## src/rtl/bcd_convert_seq.sv

```systemverilog
// Sequential binary-to-BCD converter (double-dabble), one operand bit per clock.
// Start/busy/done handshake; the result register only updates on the done edge.

module bcd_digit_adj (
  input  logic [3:0] digit,
  output logic [3:0] adjusted
);
  // A digit of 5..9 would reach 10..18 after doubling; +3 makes it carry correctly.
  assign adjusted = (digit >= 4'd5) ? digit + 4'd3 : digit;
endmodule

module bcd_convert_seq #(
  parameter int WIDTH  = 8,
  parameter int DIGITS = 3
) (
  input  logic                clk,
  input  logic                rst_n,
  input  logic                start,
  input  logic [WIDTH-1:0]    bin,
  output logic                busy,
  output logic                done,
  output logic [4*DIGITS-1:0] bcd
);
  localparam int CW = $clog2(WIDTH);

  typedef enum logic {IDLE = 1'b0, SHIFT = 1'b1} state_t;

  state_t                state, state_nxt;
  logic [WIDTH-1:0]      operand, operand_nxt;
  logic [4*DIGITS-1:0]   scratch, adjusted, scratch_nxt;
  logic [CW-1:0]         count;
  logic                  last;

  for (genvar i = 0; i < DIGITS; i++) begin : g_digit
    bcd_digit_adj u_adj (
      .digit    (scratch[4*i +: 4]),
      .adjusted (adjusted[4*i +: 4])
    );
  end

  assign {scratch_nxt, operand_nxt} = {adjusted, operand} << 1;
  assign last = (state == SHIFT) && (count == CW'(WIDTH-1));
  assign busy = (state == SHIFT);

  always_comb begin
    state_nxt = state;
    case (state)
      IDLE:    if (start) state_nxt = SHIFT;
      SHIFT:   if (last)  state_nxt = IDLE;
      default: state_nxt = IDLE;
    endcase
  end

  always_ff @(posedge clk or negedge rst_n) begin
    if (!rst_n) state <= IDLE;
    else        state <= state_nxt;
  end

  always_ff @(posedge clk or negedge rst_n) begin
    if (!rst_n) begin
      operand <= '0;
      scratch <= '0;
      count   <= '0;
      bcd     <= '0;
      done    <= 1'b0;
    end else begin
      done <= 1'b0;
      if (state == SHIFT) begin
        operand <= operand_nxt;
        scratch <= scratch_nxt;
        count   <= count + CW'(1);
        // Final iteration goes straight to the output so done lines up with the last shift.
        if (last) begin
          bcd  <= scratch_nxt;
          done <= 1'b1;
        end
      end else if (start) begin
        operand <= bin;
        scratch <= '0;
        count   <= '0;
      end
    end
  end
endmodule

```

## config.mk

```make
export PLATFORM = sky130hd
export DESIGN_NAME = bcd_convert_seq
export DESIGN_NICKNAME = d
export VERILOG_FILES = /design/src/rtl/bcd_convert_seq.sv
export SDC_FILE = /design/constraint.sdc
export NUM_CORES = 1
export LEC_CHECK = 0
export CAP_MARGIN = 20
export CORE_MARGIN = 10
export CORE_UTILIZATION = 49
export DETAILED_ROUTE_END_ITERATION = 8
export MAX_ROUTING_LAYER = met4
export PLACE_DENSITY = 0.81
export REMOVE_ABC_BUFFERS = 1
export SYNTH_ARGS = -nofsm -noshare
export SYNTH_HDL_FRONTEND = slang
export SYNTH_SLANG_ARGS = --single-unit
```

## constraint.sdc

```tcl
create_clock -name clk -period 1.6 [get_ports clk]
set_input_delay 0.32 -clock clk [delete_from_list [all_inputs] [get_ports clk]]
set_output_delay 0.32 -clock clk [all_outputs]
set_load 0.1 [all_outputs]
```

==> metrics.txt, run 1 <==
maximum level of the CTS H-tree=2; Setup crit end kind=register; HP Class=input port to async pin; antenna-violating nets left=0; vias=1621; NumNets Final=258; number of clock buffers inserted by TritonCTS=5; Core ar.=3770 um^2; period utilization=95.9%; post-DP HPWL=3160 um; worst rel slew slack=69.6%; Area growth syn-to-layout=35.4%; Die Wd=83.3 um; DRC Markers=0; FP Rows=22; Slew Limit Fails=0; initial antenna violation count=0; Setup violations, final=0; final hold viol count=0; clock skew=0.00574 ns; Root Buffer Master=clkbuf_8; crit path time final=1.53 ns; drt first pass iters=4; Post-Syn Instances=198; clock-pin slew on the worst setup and hold paths=0.08 ns; most frequent cells in the layout=dfrtp_1 (36), nand2_1 (30), buf_4 (22); first-pass GRT wire length=7730 um; post-synthesis sequential area ratio=47.1%; Max Fclk=652 MHz; max cap viols=0; Post-synth EDFFs=0; I/O Buffers=24; Initial Util=52.1%; status=finished clean; largest net degree at the start of global routing=38; vias in the first global route=1654; hold_buf cts=0; Main synth FF type=dfrtp_1; DR iter-0 viols=144; Worst Path Required=1.83 ns; grt ovf=0; Die ar.=6940 um^2; DRT Wirelength=4500 um; RD Place Congestion=0.861; CTS tree=built; worst skew pair latency=0.29 ns; GRT Util Overall=13.1%; CTS max path bufs=2; reg2reg start=count[1]$_DFFE_PN0P_; Fillers=279; clk sink count=37; post-route cell area=2660 um^2; die height=83.3 um; Slew @ Worst Pin=0.457 ns; Worst Setup SP=count[1]$_DFFE_PN0P_; CP Launch Type=register; area of the mapped netlist=1960 um^2; Area after DPL=2460 um^2; Hold Slack=0.0590 ns; RSZ-0062 raised after global routing=false; #FFs+latches synth=37; diodes inserted=0; maximum fanout along the worst path=7; Post-synth ARST share=100%; num ports=25; Mean Syn Cell Area=9.92 um^2; CP arrival=1.76 ns; post-synth cell types=38; leading cell type in the layout, fill and taps excluded=dfrtp_1; YS warnings=0; CP Class=register to register; DR WL/cell=15.6 um; DR vias/cell=5.63; share of cells above drive strength 1=24.6%
## cells by family after synthesis
kind of cell,count (synthesis),synth area share (%)
AO/OA/AOI/OAI,52,19.0
adder cells (fa/ha/maj),8,5.10
buffers and inverters,23,6.56
flip-flops,37,47.1
multiplexers,10,5.10
AND/OR/NAND/NOR,68,17.1
## metal layers
layer  wire length, um  global-route usage, %  share of wire, %
met1              2000                   15.4                44
met4                14                   2.77              0.31
met5                 0                      -                 0
met2              2290                   21.1                51
met3               195                   4.69               4.3
## cell usage after synthesis, types with 3 or more instances
master | number | area share (%)
dfrtp_1 | 37 | 47
a211oi_1 | 3 | 1.1
nand3_1 | 13 | 3.3
a2111o_1 | 4 | 2.3
mux2i_1 | 10 | 5.1
nand2_1 | 30 | 5.7
buf_6 | 3 | 1.7
buf_2 | 4 | 1.0
ha_1 | 8 | 5.1
o31ai_1 | 7 | 2.7
a21oi_1 | 4 | 1.0
nand2b_1 | 4 | 1.3
o21ai_0 | 16 | 4.1
inv_1 | 7 | 1.3
clkbuf_1 | 3 | 0.57
nand4_1 | 4 | 1.3
buf_4 | 4 | 1.5
nor3b_1 | 5 | 1.9
## cell type report
class / instances / area, um^2 / area share, %
well taps: 48 / 60.1 / 2.26
repair buffers: 48 / 563 / 21.2
multi-input cells: 138 / 955 / 35.9
flip-flops and latches: 37 / 927 / 34.9
clock buffers: 6 / 82.6 / 3.10
clock inverters: 2 / 37.5 / 1.41
inverters: 9 / 35.0 / 1.32
## stage by stage
| stage | setup WS (ns) | instances | util [%] | TNS (ns) |
|---|---|---|---|---|
| after global placement | 0.0387 | 277 | 65.3 | 0 |
| after detailed placement | -0.0223 | 277 | 65.3 | -0.0223 |
| after CTS | -0.00599 | 285 | 68.5 | -0.00599 |
| after floorplan | -1.25 | 184 | - | -27.38 |
| after global routing | 0.00377 | 288 | 70.5 | 0 |
| final | 0.0658 | 288 | 70.5 | 0 |
## critical path, stage by stage (launching register included)
cell and delay, ns:
dfrtp_1 0.40, ha_4 0.15, ha_4 0.14, nand2_4 0.07, buf_6 0.14, or4_1 0.49, nand3_1 0.09
## timing repair
action,4_1_cts,5_1_grt
setup endpoints to repair,1,6
cloned,0,0
buffers inserted,0,3
gates resized for setup,1,13
## flip-flops by register name, indices dropped and copies added, names as in the netlist
name and flops:
operand 8, busy 1, count 3, scratch 12, bcd 12, done 1
## path summary, 6_finish.rpt
| check | end | slack [ns] | cells after the start |
|---|---|---|---|
| max | bcd[8]$_DFFE_PN0P_ | 0.07 | 6 |
| min | operand[2]$_DFFE_PN0P_ | 0.06 | 2 |
| max reg2reg | bcd[8]$_DFFE_PN0P_ | 0.07 | 6 |
| min reg2reg | operand[1]$_DFFE_PN0P_ | 0.50 | 2 |
| max in group asynchronous | scratch[0]$_DFFE_PN0P_ | 1.20 | 2 |
| min in group clk | operand[1]$_DFFE_PN0P_ | 0.50 | 2 |
Power of run 1 is not shown: default switching activity piles up to over one toggle a cycle in this logic, so the estimate is an artifact.
==> run 2, diff against run 1 <==
CELL_PAD_IN_SITES_DETAIL_PLACEMENT = 0   (was unset)
CELL_PAD_IN_SITES_GLOBAL_PLACEMENT = 1   (was unset)
CORE_UTILIZATION = 38   (was 49)
PLACE_DENSITY = 0.8   (was 0.81)
==> run 2 against run 1 <==
  * Register-to-register slack hardly changed
  * Largest cell class is now flip-flops and latches
  * Final cell count increased by 6.9%
  * Worst setup slack got worse by 0.024 ns
  * Critical endpoint is now busy
==> metrics.txt, run 2 (synthesized netlist as in run 1, its figures left out) <==
NumNets Final=256 (-0.78%); DR WL/cell=13.9 um (-11%); R2R Path End=bcd[4]$_DFFE_PN0P_; reg2reg start=count[0]$_DFFE_PN0P_; Buf/Inv on CP=2 (+1); post-route cell area=2680 um^2 (+0.56%); Worst Hold Depth=2; DRT Wirelength=4270 um (-5.0%); met3 Usage GRT=2.77% (-1.9 points); grt ovf=0 (unchanged); Root Buffer Master=clkbuf_8; die height=91.9 um (+10%); GR Layer Usage met1=13.7% (-1.7 points); GRT busiest layer=met2; Max Fclk=642 MHz (-1.5%); Initial Util=38.7% (-13 points); period utilization=97.4% (+1.5 points); drt first pass iters=5 (+1); vias=1586 (-2.2%); I/O Buffers=24 (unchanged); Setup crit end kind=output pin; final hold viol count=0 (unchanged); leading cell type in the layout, fill and taps excluded=dfrtp_1; first-pass GRT wire length=7310 um (-5.4%); RSZ-0062 raised after global routing=true; RD Place Congestion=0.784 (-8.9%); clk sink count=37 (unchanged); Hold Slack=0.489 ns (+0.430 ns); FP Rows=26 (+18%); DR iter-0 viols=108 (-25%); CP arrival=1.24 ns (-0.52 ns); CTS tree=built; Slew @ Worst Pin=0.472 ns (+0.0159 ns); maximum level of the CTS H-tree=2 (unchanged); placed cell count=297 (+7.2%); worst skew pair latency=0.29 ns (about the same); area of the multi-input gates=923 um^2 (-3.3%); maximum fanout along the worst path=22 (+15); number of clock buffers inserted by TritonCTS=5 (unchanged); FF/Latch Area=926 um^2 (-0.13%); GR Util met2=15.7% (-5.4 points); crit path time final=1.56 ns (+0.0241 ns); Slew Limit Fails=0 (unchanged); CTS max path bufs=2 (unchanged); max cap viols=0 (unchanged); Crit path max-delay family=buffers and inverters; DRC Markers=0 (unchanged); Layout Cells excl Fill=308 (+6.9%); Die Wd=91.9 um (+10%); most frequent cells in the layout=dfrtp_1 (37), nand2_1 (30), buf_4 (19); final design utilization=52.7% (-18 points); Die ar.=8450 um^2 (+22%); Largest regs=bcd (12), scratch (12), operand (8); vias in the first global route=1556 (-5.9%); Worst Path Required=1.28 ns (-0.55 ns); GRT Util Overall=10.5% (-2.6 points); Area after DPL=2500 um^2 (+1.5%); CP max-delay cell=dfrtp_1; Setup violations, final=0 (unchanged); FF-to-FF setup slack=0.08 ns (about the same); Area growth syn-to-layout=36.2%; diodes inserted=0 (unchanged); antenna-violating nets left=0 (unchanged); Fillers=484 (+73%); critical-path cell list=buf_4 -> buf_12; clock-pin slew on the worst setup and hold paths=0.08 ns (about the same); CP max stage delay=0.45 ns (-0.04 ns); hold endpoint=operand[4]$_DFFE_PN0P_; clock skew=0.00557 ns (-0.000163 ns); CP Launch Type=register; HP Class=register to register; share of cells above drive strength 1=21.4% (-3.2 points); worst rel slew slack=68.2% (-1.4 points); Worst Hold Launch=operand[3]$_DFFE_PN0P_; post-DP HPWL=3060 um (-3.1%); DR vias/cell=5.15 (-8.5%); num ports=25 (unchanged); status=finished clean; initial antenna violation count=0 (unchanged); cells on worst reg2reg path=5 (-1); CP Class=register to output pin; largest net degree at the start of global routing=23 (-39%); Core ar.=5070 um^2 (+35%)
run 2: cell types whose count changed in the layout (fill, tap and decap cells not counted), sizes merged:
cell	previous run	this run
inv	7	8
bufinv	1	2
clkbuf	6	5
dlygate4sd3	0	1
buf	39	36
clkinvlp	1	0
run 2: worst min-delay path, cell delays in order (launching register included):
cell	delay (ns)
dfrtp_1	0.35
nand2_1	0.05
o21ai_0	0.06
run 2: through the flow:
| step | worst slack [ns] | setup TNS [ns] |
|---|---|---|
| after floorplan | -1.25 | -27.38 |
| final | 0.0417 | 0 |
| after detailed placement | -0.0665 | -0.212 |
| after global routing | -0.0363 | -0.0718 |
| after global placement | 0.00384 | 0 |
| after CTS | 0.00647 | 0 |
run 2: repair_timing:
action	CTS	global route
endpoints found under the setup margin	5	7
endpoints found under the hold margin	17	0
hold buffers	1	0
resized for setup	1	4
buffers inserted	0	2
run 2: cell type report:
cell class                 instances  area share, %
timing repair buffer              46           21.2
clock inverter                     3           2.43
multi-input combinational        138           34.5
sequential                        37           34.6
tap                               70           3.27
clock buffer                       5           2.57
inverter                           9           1.36
run 2: worst max-delay path by stage:
stage / start / to / slack [ns] / depth (start not counted)
after floorplan: busy$_DFF_PN0_ / scratch[1]$_DFFE_PN0P_ / -1.25 / 3
after global placement: count[0]$_DFFE_PN0P_ / bcd[1]$_DFFE_PN0P_ / 0.004 / 6
after detailed placement: count[0]$_DFFE_PN0P_ / bcd[9]$_DFFE_PN0P_ / -0.07 / 7
after CTS: count[0]$_DFFE_PN0P_ / bcd[1]$_DFFE_PN0P_ / 0.006 / 6
after global routing: busy$_DFF_PN0_ / busy / -0.04 / 2
final: busy$_DFF_PN0_ / busy / 0.04 / 2
run 2: per-layer routing:
layer / routed length [um] / up-vias
li1: - / 808
met1: 2160 / 736
met2: 1930 / 39
met3: 162 / 3
met4: 24 / 0
met5: 0 / -
Power of run 2 is left out for the same reason.
